File: src/rtl/adder_pkg.sv
// ---------------------------------------------------------------------------
// adder_pkg
//   Shared definitions for the adder result accumulator slice.
//   - acc_state_t : block state, either collecting results or holding a total
//   - RES_W       : width of one adder result {C32, S[32:1]}
// ---------------------------------------------------------------------------
package adder_pkg;

    typedef enum logic [0:0] {
        ACCUM,
        DRAIN
    } acc_state_t;

    localparam int RES_W = 33;

endpackage

File: src/rtl/adder_result_acc_add_stage.sv
// ---------------------------------------------------------------------------
// acc_add_stage
//   Purely combinational ACC_W-bit adder. It adds the running accumulator to
//   one zero-extended 33-bit adder result. It returns the wrapped sum and the
//   carry out of bit ACC_W-1.
// Ports
//   acc_i   in   ACC_W   current accumulator value
//   res_i   in   RES_W   adder result {C32, S}
//   sum_o   out  ACC_W   (acc_i + res_i) modulo 2^ACC_W
//   carry_o out  1       carry out of the ACC_W-bit add
// ---------------------------------------------------------------------------
module acc_add_stage
    import adder_pkg::*;
#(
    parameter int ACC_W = 48
) (
    input  logic [ACC_W-1:0] acc_i,
    input  logic [RES_W-1:0] res_i,
    output logic [ACC_W-1:0] sum_o,
    output logic             carry_o
);

    // One extra bit on the left catches the carry out of the accumulator width
    logic [ACC_W:0] wideSum;

    assign wideSum          = {1'b0, acc_i} + {{(ACC_W + 1 - RES_W){1'b0}}, res_i};
    assign {carry_o, sum_o} = wideSum;

endmodule

File: src/rtl/adder_result_acc.sv
// ---------------------------------------------------------------------------
// adder_result_acc
//   Collects 33-bit adder results over a valid/ready handshake and sums them
//   into an ACC_W-bit accumulator. A block closes on in_last or on the
//   MAX_CNT-th result. The block total, the result count and a sticky
//   overflow flag are then held on a registered output until they are taken.
// Ports
//   clk        in   1        clock, rising edge
//   rst        in   1        synchronous active-high reset
//   in_valid   in   1        adder result present
//   in_ready   out  1        a result is accepted this cycle
//   in_sum     in   32       adder sum S[32:1]
//   in_c32     in   1        adder carry-out C32
//   in_last    in   1        this result closes the block
//   out_valid  out  1        block total available
//   out_ready  in   1        downstream takes the total
//   out_acc    out  ACC_W    block total modulo 2^ACC_W
//   out_count  out  CNT_W    number of results in the block
//   out_ovf    out  1        sticky carry out of the accumulator
// ---------------------------------------------------------------------------
module adder_result_acc
    import adder_pkg::*;
#(
    parameter int ACC_W   = 48,
    parameter int MAX_CNT = 16
) (
    input  logic                             clk,
    input  logic                             rst,
    input  logic                             in_valid,
    output logic                             in_ready,
    input  logic [31:0]                      in_sum,
    input  logic                             in_c32,
    input  logic                             in_last,
    output logic                             out_valid,
    input  logic                             out_ready,
    output logic [ACC_W-1:0]                 out_acc,
    output logic [$clog2(MAX_CNT + 1)-1:0]   out_count,
    output logic                             out_ovf
);

    localparam int CNT_W = $clog2(MAX_CNT + 1);

    acc_state_t       state_q, state_d;
    logic [ACC_W-1:0] acc_q, acc_d;
    logic [CNT_W-1:0] count_q, count_d;
    logic             ovf_q, ovf_d;
    logic [ACC_W-1:0] outAcc_q, outAcc_d;
    logic [CNT_W-1:0] outCount_q, outCount_d;
    logic             outOvf_q, outOvf_d;
    logic             outValid_q, outValid_d;

    logic [ACC_W-1:0] addSum;
    logic             addCarry;

    acc_add_stage #(
        .ACC_W (ACC_W)
    ) u_add (
        .acc_i   (acc_q),
        .res_i   ({in_c32, in_sum}),
        .sum_o   (addSum),
        .carry_o (addCarry)
    );

    // Next-state logic. In ACCUM every handshake folds one result into the
    // accumulator; the closing handshake also snapshots the updated values
    // into the output registers so the total is visible one cycle later.
    // In DRAIN the input side is closed, and taking the output clears the
    // accumulator so the next block starts from zero. A close on in_last and
    // on the count limit at the same time is still a single close.
    always_comb begin
        state_d    = state_q;
        acc_d      = acc_q;
        count_d    = count_q;
        ovf_d      = ovf_q;
        outAcc_d   = outAcc_q;
        outCount_d = outCount_q;
        outOvf_d   = outOvf_q;
        outValid_d = outValid_q;
        in_ready   = 1'b0;

        case (state_q)
            ACCUM: begin
                in_ready = 1'b1;
                if (in_valid) begin
                    acc_d   = addSum;
                    count_d = count_q + CNT_W'(1);
                    ovf_d   = ovf_q | addCarry;
                    if (in_last || (count_q == CNT_W'(MAX_CNT - 1))) begin
                        outAcc_d   = acc_d;
                        outCount_d = count_d;
                        outOvf_d   = ovf_d;
                        outValid_d = 1'b1;
                        state_d    = DRAIN;
                    end
                end
            end
            DRAIN: begin
                if (outValid_q && out_ready) begin
                    outValid_d = 1'b0;
                    acc_d      = '0;
                    count_d    = '0;
                    ovf_d      = 1'b0;
                    state_d    = ACCUM;
                end
            end
            default: begin
                state_d = ACCUM;
            end
        endcase
    end

    // State and data registers; reset drops any partial block
    always_ff @(posedge clk) begin
        if (rst) begin
            state_q    <= ACCUM;
            acc_q      <= '0;
            count_q    <= '0;
            ovf_q      <= 1'b0;
            outAcc_q   <= '0;
            outCount_q <= '0;
            outOvf_q   <= 1'b0;
            outValid_q <= 1'b0;
        end else begin
            state_q    <= state_d;
            acc_q      <= acc_d;
            count_q    <= count_d;
            ovf_q      <= ovf_d;
            outAcc_q   <= outAcc_d;
            outCount_q <= outCount_d;
            outOvf_q   <= outOvf_d;
            outValid_q <= outValid_d;
        end
    end

    assign out_valid = outValid_q;
    assign out_acc   = outAcc_q;
    assign out_count = outCount_q;
    assign out_ovf   = outOvf_q;

endmodule

File: config.mk
export PLATFORM = sky130hd
export DESIGN_NAME = adder_result_acc
export DESIGN_NICKNAME = d
export VERILOG_FILES = /design/src/rtl/adder_pkg.sv /design/src/rtl/adder_result_acc_add_stage.sv /design/src/rtl/adder_result_acc.sv
export SDC_FILE = /design/constraint.sdc
export NUM_CORES = 1
export LEC_CHECK = 0
export BUFFER_PORTS_ARGS = -buffer_cell sky130_fd_sc_hd__buf_2
export CORE_MARGIN = 10
export CORE_UTILIZATION = 40
export CTS_CLUSTER_SIZE = 14
export DETAILED_ROUTE_END_ITERATION = 10
export PLACE_DENSITY = 0.68
export SLEW_MARGIN = 20
export SYNTH_ARGS = -nofsm -noshare
export SYNTH_HDL_FRONTEND = slang
export SYNTH_HIERARCHICAL = 1
export SYNTH_SLANG_ARGS = --single-unit
File: constraint.sdc
create_clock -name clk -period 3.2 [get_ports clk]
set_input_delay 0.16 -clock clk [delete_from_list [all_inputs] [get_ports clk]]
set_output_delay 0.16 -clock clk [all_outputs]
set_load 0.02 [all_outputs]
# == Yosys cells after proc, flatten, opt, wreduce, memory -nomap -nowiden ==
# Cells that the tools add are included.
# word_totals
input_bits,38
elab_cells,38
regBits,110
out_inout_bits,56
# op_classes
eq_ne,4
bitwise,2
reduce_logical,5
muxes,17
n_addsub,2
# op_table
op,count
48-bit 2-to-1 mux,2
48-bit case mux with 2 select lines,1
48-bit by 33-bit adder with 49-bit output,1
5-bit 2-to-1 mux,2
5-bit case mux with 2 select lines,1
1-bit 2-to-1 mux,8
1-bit case mux with 2 select lines,3
3-bit AND reduction,2
5-bit by 1-bit adder with 5-bit output (second input constant),1
5-bit by 4-bit == test with 1-bit output (second input constant),1
2-bit inequality test (second input constant),2
2-bit by 1-bit inequality test with 1-bit output (second input constant),1
2-bit AND reduction,1
1-bit logical AND,1
1-bit logical OR,1
1-bit inverter,1
1-bit OR,1

# == Logic depth before layout (Yosys ltp) ==
# depth
ltp_word,5
depth_mapped,11
ltp_nobuf,11

# == By module ==
# Netlist, hierarchy kept.
# by_module_without_submodules
module,area_per_inst_um2,seq_area_each_um2,instances,cells_per_inst
adder_result_acc,3890.0,2202.1,1,393
acc_add_stage,2114.5,0.0,1,307

# == Worst setup path after synthesis ==
# OpenSTA, ideal clock, no wires.
# synth_path
path_kind,reg2reg
start,register acc_q[0]
end,register outAcc_q[24] (netlist: out_acc[24])
path_buffers,0
setup_ns,0.070
synth_period_minus_slack_ns,2.585
path_slack_ns,0.615
required_time_ns,3.130
stages_incl_launch_ff,12
t_arrival_ns,2.514
path_cell_list,dfxtp_1 ha_1 fa_1 a21o_2 a31oi_1 o32ai_2 a21boi_0 o21ai_1 o31ai_1 xnor2_1 nand3_1 a21oi_1
# synth_between
elab_chain_cells,1
# synth_rtl
item,line,source
start: declaration,adder_result_acc.sv:44,"logic [ACC_W-1:0] acc_q, acc_d;"
start signal: assignment,adder_result_acc.sv:116,acc_q <= '0;
start signal: assignment,adder_result_acc.sv:125,acc_q <= acc_d;
48-bit by 33-bit adder with 49-bit output,adder_result_acc_add_stage.sv:26,"assign wideSum = {1'b0, acc_i} + {{(ACC_W + 1 - RES_W){1'b0}}, res_i};"
named net addSum[24],adder_result_acc.sv:52,logic [ACC_W-1:0] addSum;
end signal: assignment,adder_result_acc.sv:128,outAcc_q <= outAcc_d;
end: declaration,adder_result_acc.sv:47,"logic [ACC_W-1:0] outAcc_q, outAcc_d;"
# The timed path passes the listed nets, and every way through them passes these cells.
# A chain may end at the register's enable or synchronous reset.

# == Final worst setup path ==
# layout_path
start,register acc_q[0]
end,register outAcc_q[26] (netlist: out_acc[26])
# The elaborated chain is that of the path after synthesis.

==> flow_metrics.env <==
export IMPL_die_h_um=142.5
export IMPL_min_path_type="in2reg"
export IMPL_fillers=1458
export IMPL_gp_congestion=0.8563
export IMPL_rsz0062_at_grt="false"
export IMPL_worst_setup_path_end_kind="flip-flop"
export IMPL_synth_area_mm2=0.006005
export IMPL_hpwl_mm=11.79
export IMPL_drt_total_wl_mm=16.75
export IMPL_io_pins=94
export IMPL_avgSynthCellArea_um2=8.578
export IMPL_grt_max_degree=61
export IMPL_synth_flop_cell="dfxtp_1"
export IMPL_drc_errors=0
export IMPL_yosysSeqAreaShare_pct=36.67
export IMPL_cp_max_fo=4
export IMPL_viasPerCell=5.728
export IMPL_power_density_mw_per_mm2=565.9
export IMPL_worstPathRequired_ns=3.49
export IMPL_worstMarginPinSlew_ns=0.8155
export IMPL_synth_cells=700
export IMPL_synth_async_reset_ratio_pct=0
export IMPL_synth_top_cell_area_share_pct=36.67
export IMPL_fin_skew_ns=0.01103
export IMPL_fin_area_mm2=0.006823
export IMPL_cts_tree="yes"
export IMPL_rr_startpoint="acc_q[0]$_SDFFE_PP0P_"
export IMPL_clk_latency_ns=0.36
export IMPL_grt_use_total_pct=16.18
export IMPL_wl_per_cell_um=17.63
export IMPL_grt_use_met3_pct=3.972
export IMPL_met2_usage_pct=25.71
export IMPL_synth_cell_types=59
export IMPL_critPathLaunchType="flip-flop"
export IMPL_use_met1_pct=21.39
export IMPL_die_w_um=142.5
export IMPL_startpoint="acc_q[0]$_SDFFE_PP0P_"
export IMPL_syn_nets=774
export IMPL_finalCritPeriodShare_pct=93.42
export IMPL_clock_path_buffers=2
export IMPL_hold_buffers=0
export IMPL_placed_area_mm2=0.006531
export IMPL_clkTransAtPathRegs_ns=0.08
export IMPL_hold_viol_final=0
export IMPL_max_freq_mhz=334.5
export IMPL_peakVddDrop_v=0.0002645
export IMPL_setup_tns_ns=0
export IMPL_worst_slack_ns=0.2107
export IMPL_critPathKind="reg2reg"
export IMPL_cp_arrival_ns=3.28
export IMPL_vias=5442
export IMPL_grt_overflow=0
export IMPL_yosysTopAreaCell="dfxtp_1"
export IMPL_synth_yosys_warnings=6
export IMPL_drt_initial_drc_count=420
export IMPL_grt_pass1_vias=5228
export IMPL_setup_viol=0
export IMPL_outcome="completed"
export IMPL_place_ws_ns=0.3155
export IMPL_period_needed_ns=2.989
export IMPL_cts_repair_resized=0
export IMPL_insertedDiodeCount=0
export IMPL_cts_num_sinks=110
export IMPL_maxSlewHeadroom_pct=45.63
export IMPL_coreArea_mm2=0.01464
export IMPL_clock_root_buffer="clkbuf_16"
export IMPL_maxCapViolCount=0
export IMPL_portBuffers=93
export IMPL_dr_pass1_iters=5
export IMPL_seq_area_mm2=0.002202
export IMPL_grt_pass1_wl_mm=27.09
export IMPL_postRouteAntennaNets=0
export IMPL_cts_made_buffers=9
export IMPL_die_area_mm2=0.02031
export IMPL_synth_edf_count=0
export IMPL_rows=44
export IMPL_hold_start="out_ready"
export IMPL_cts_setup_buffers=0
export IMPL_antenna_found_initial=0
export IMPL_cts_max_level=3
export IMPL_multiInputGateArea_mm2=0.003506
export IMPL_nNetsFinal=835
export IMPL_grt_most_used_layer="met2"
export IMPL_drv_slew=0
export IMPL_layout_drive_gt1_share_pct=18.15
export IMPL_synthToLayoutAreaGrowth_pct=13.63
export IMPL_post_route_util_pct=46.59
export IMPL_ys_top_cells_by_area="dfxtp_1, a21oi_1, ha_1, a22o_1, nand3_1"
export IMPL_ys_ff_latch=110
export IMPL_floorplan_initialDensity_pct=41.00
export IMPL_leakage_nw=2.937
==> synthesized netlist by cell type (all sizes together), types with 6 or more instances <==
cell type	number
dfxtp	110
a21oi	98
o21ai	64
nand3	56
a22o	49
nand2	37
ha	35
clkbuf	29
buf	26
xnor2	24
xor2	24
nor2	23
nor3	14
nand4	13
inv	10
a21o	9
and3	9
nor3b	7
o21bai	7
a211oi	6
a31oi	6
==> area by class of cell <==
class,instances,share of cell area [%]
Multi-Input combinational cell,525,51.38
Sequential cell,110,32.28
Timing Repair Buffer,105,8.142
Tap cell,184,3.374
Clock buffer,9,3.301
Clock inverter,7,0.9719
Inverter,10,0.5502
==> metal layers <==
layer	share of wire, %	routed length [µm]
met5	0	0
met4	1.0	169
met3	5.7	955
met1	48	8104
met2	45	7519
==> worst max-delay path, stage by stage (launching register included) <==
cell and delay [ns]:
dfxtp_1 0.32, ha_1 0.23, fa_1 0.41, a21o_2 0.24, a31oi_1 0.30, o32ai_2 0.22
a31oi_1 0.46, o31ai_2 0.14, a21boi_1 0.20, xnor2_1 0.16, nand3_1 0.09, a21oi_1 0.16
==> cells in the final DEF (no fill, tap or decap), types with 2 or more instances in the layout <==
cell,instances
nand3_1,56
nand2_1,37
a21oi_1,96
nor3_1,10
o21bai_1,7
inv_1,10
a31oi_1,6
o41ai_1,3
a211o_1,2
a211oi_1,6
o31ai_1,3
and2_1,2
dfxtp_1,110
o21a_1,4
o21ai_1,50
nor3b_1,5
nor4_1,2
a21o_1,8
nor2_1,22
and3_1,8
o21ai_0,14
nand2b_1,3
o211ai_1,3
xor2_1,24
clkbuf_16,9
a22o_1,49
clkinvlp_4,2
nand4_1,13
nor3_2,3
o22ai_1,3
buf_4,12
a21oi_2,2
xnor2_1,24
ha_1,35
buf_2,93
inv_6,3
==> state kept, by name, indices dropped and copies added, names as in the netlist <==
signal and flops:
acc_q 48, count_q 5, out_acc 48, out_count 5
out_ovf 1, out_valid 1, ovf_q 1, state_q 1
==> path summary, 6_finish.rpt <==
path / to / slack (ns) / depth (start not counted)
max: out_acc[26]$_SDFFE_PP0P_ / 0.21 / 11
min: out_valid$_SDFFE_PP0P_ / 0.11 / 4
max reg2reg: out_acc[26]$_SDFFE_PP0P_ / 0.21 / 11
min reg2reg: count_q[4]$_SDFFE_PP0P_ / 0.46 / 1
==> kinds of logic after synthesis <==
group / count (synthesis) / synth area share (%)
buffers and inverters: 65 / 5.293
muxes: 1 / 0.1875
and+or+nand+nor: 173 / 15.00
DFF: 110 / 36.67
adders and majority gates: 36 / 7.627
xor gates and xnor gates: 48 / 7.001
AOI/OAI and AO/OA: 267 / 28.21
==> where the power goes <==
| group | internal (W) | switching (W) | total (W) | leakage, nW |
|---|---|---|---|---|
| registers | 0.00149 | 0.0000704 | 0.00156 | 0.897 |
| clock network | 0.000546 | 0.000567 | 0.00111 | 0.136 |
| logic | 0.000453 | 0.000738 | 0.00119 | 1.90 |
==> per-stage QoR <==
| stage | instances | hold slack, ns | total power, W |
|---|---|---|---|
| 2_1_floorplan | 700 | 0.3460 | 0.002473 |
| 3_5_place_dp | 934 | 0.4478 | 0.002766 |
| 3_3_place_gp | 934 | 0.4377 | 0.002760 |
| 4_1_cts | 950 | 0.09083 | 0.003882 |
| 5_1_grt | 950 | 0.1138 | 0.004083 |
| 6_report | 950 | 0.1055 | 0.003861 |
Note: power is estimated with default switching activity, not from simulation.
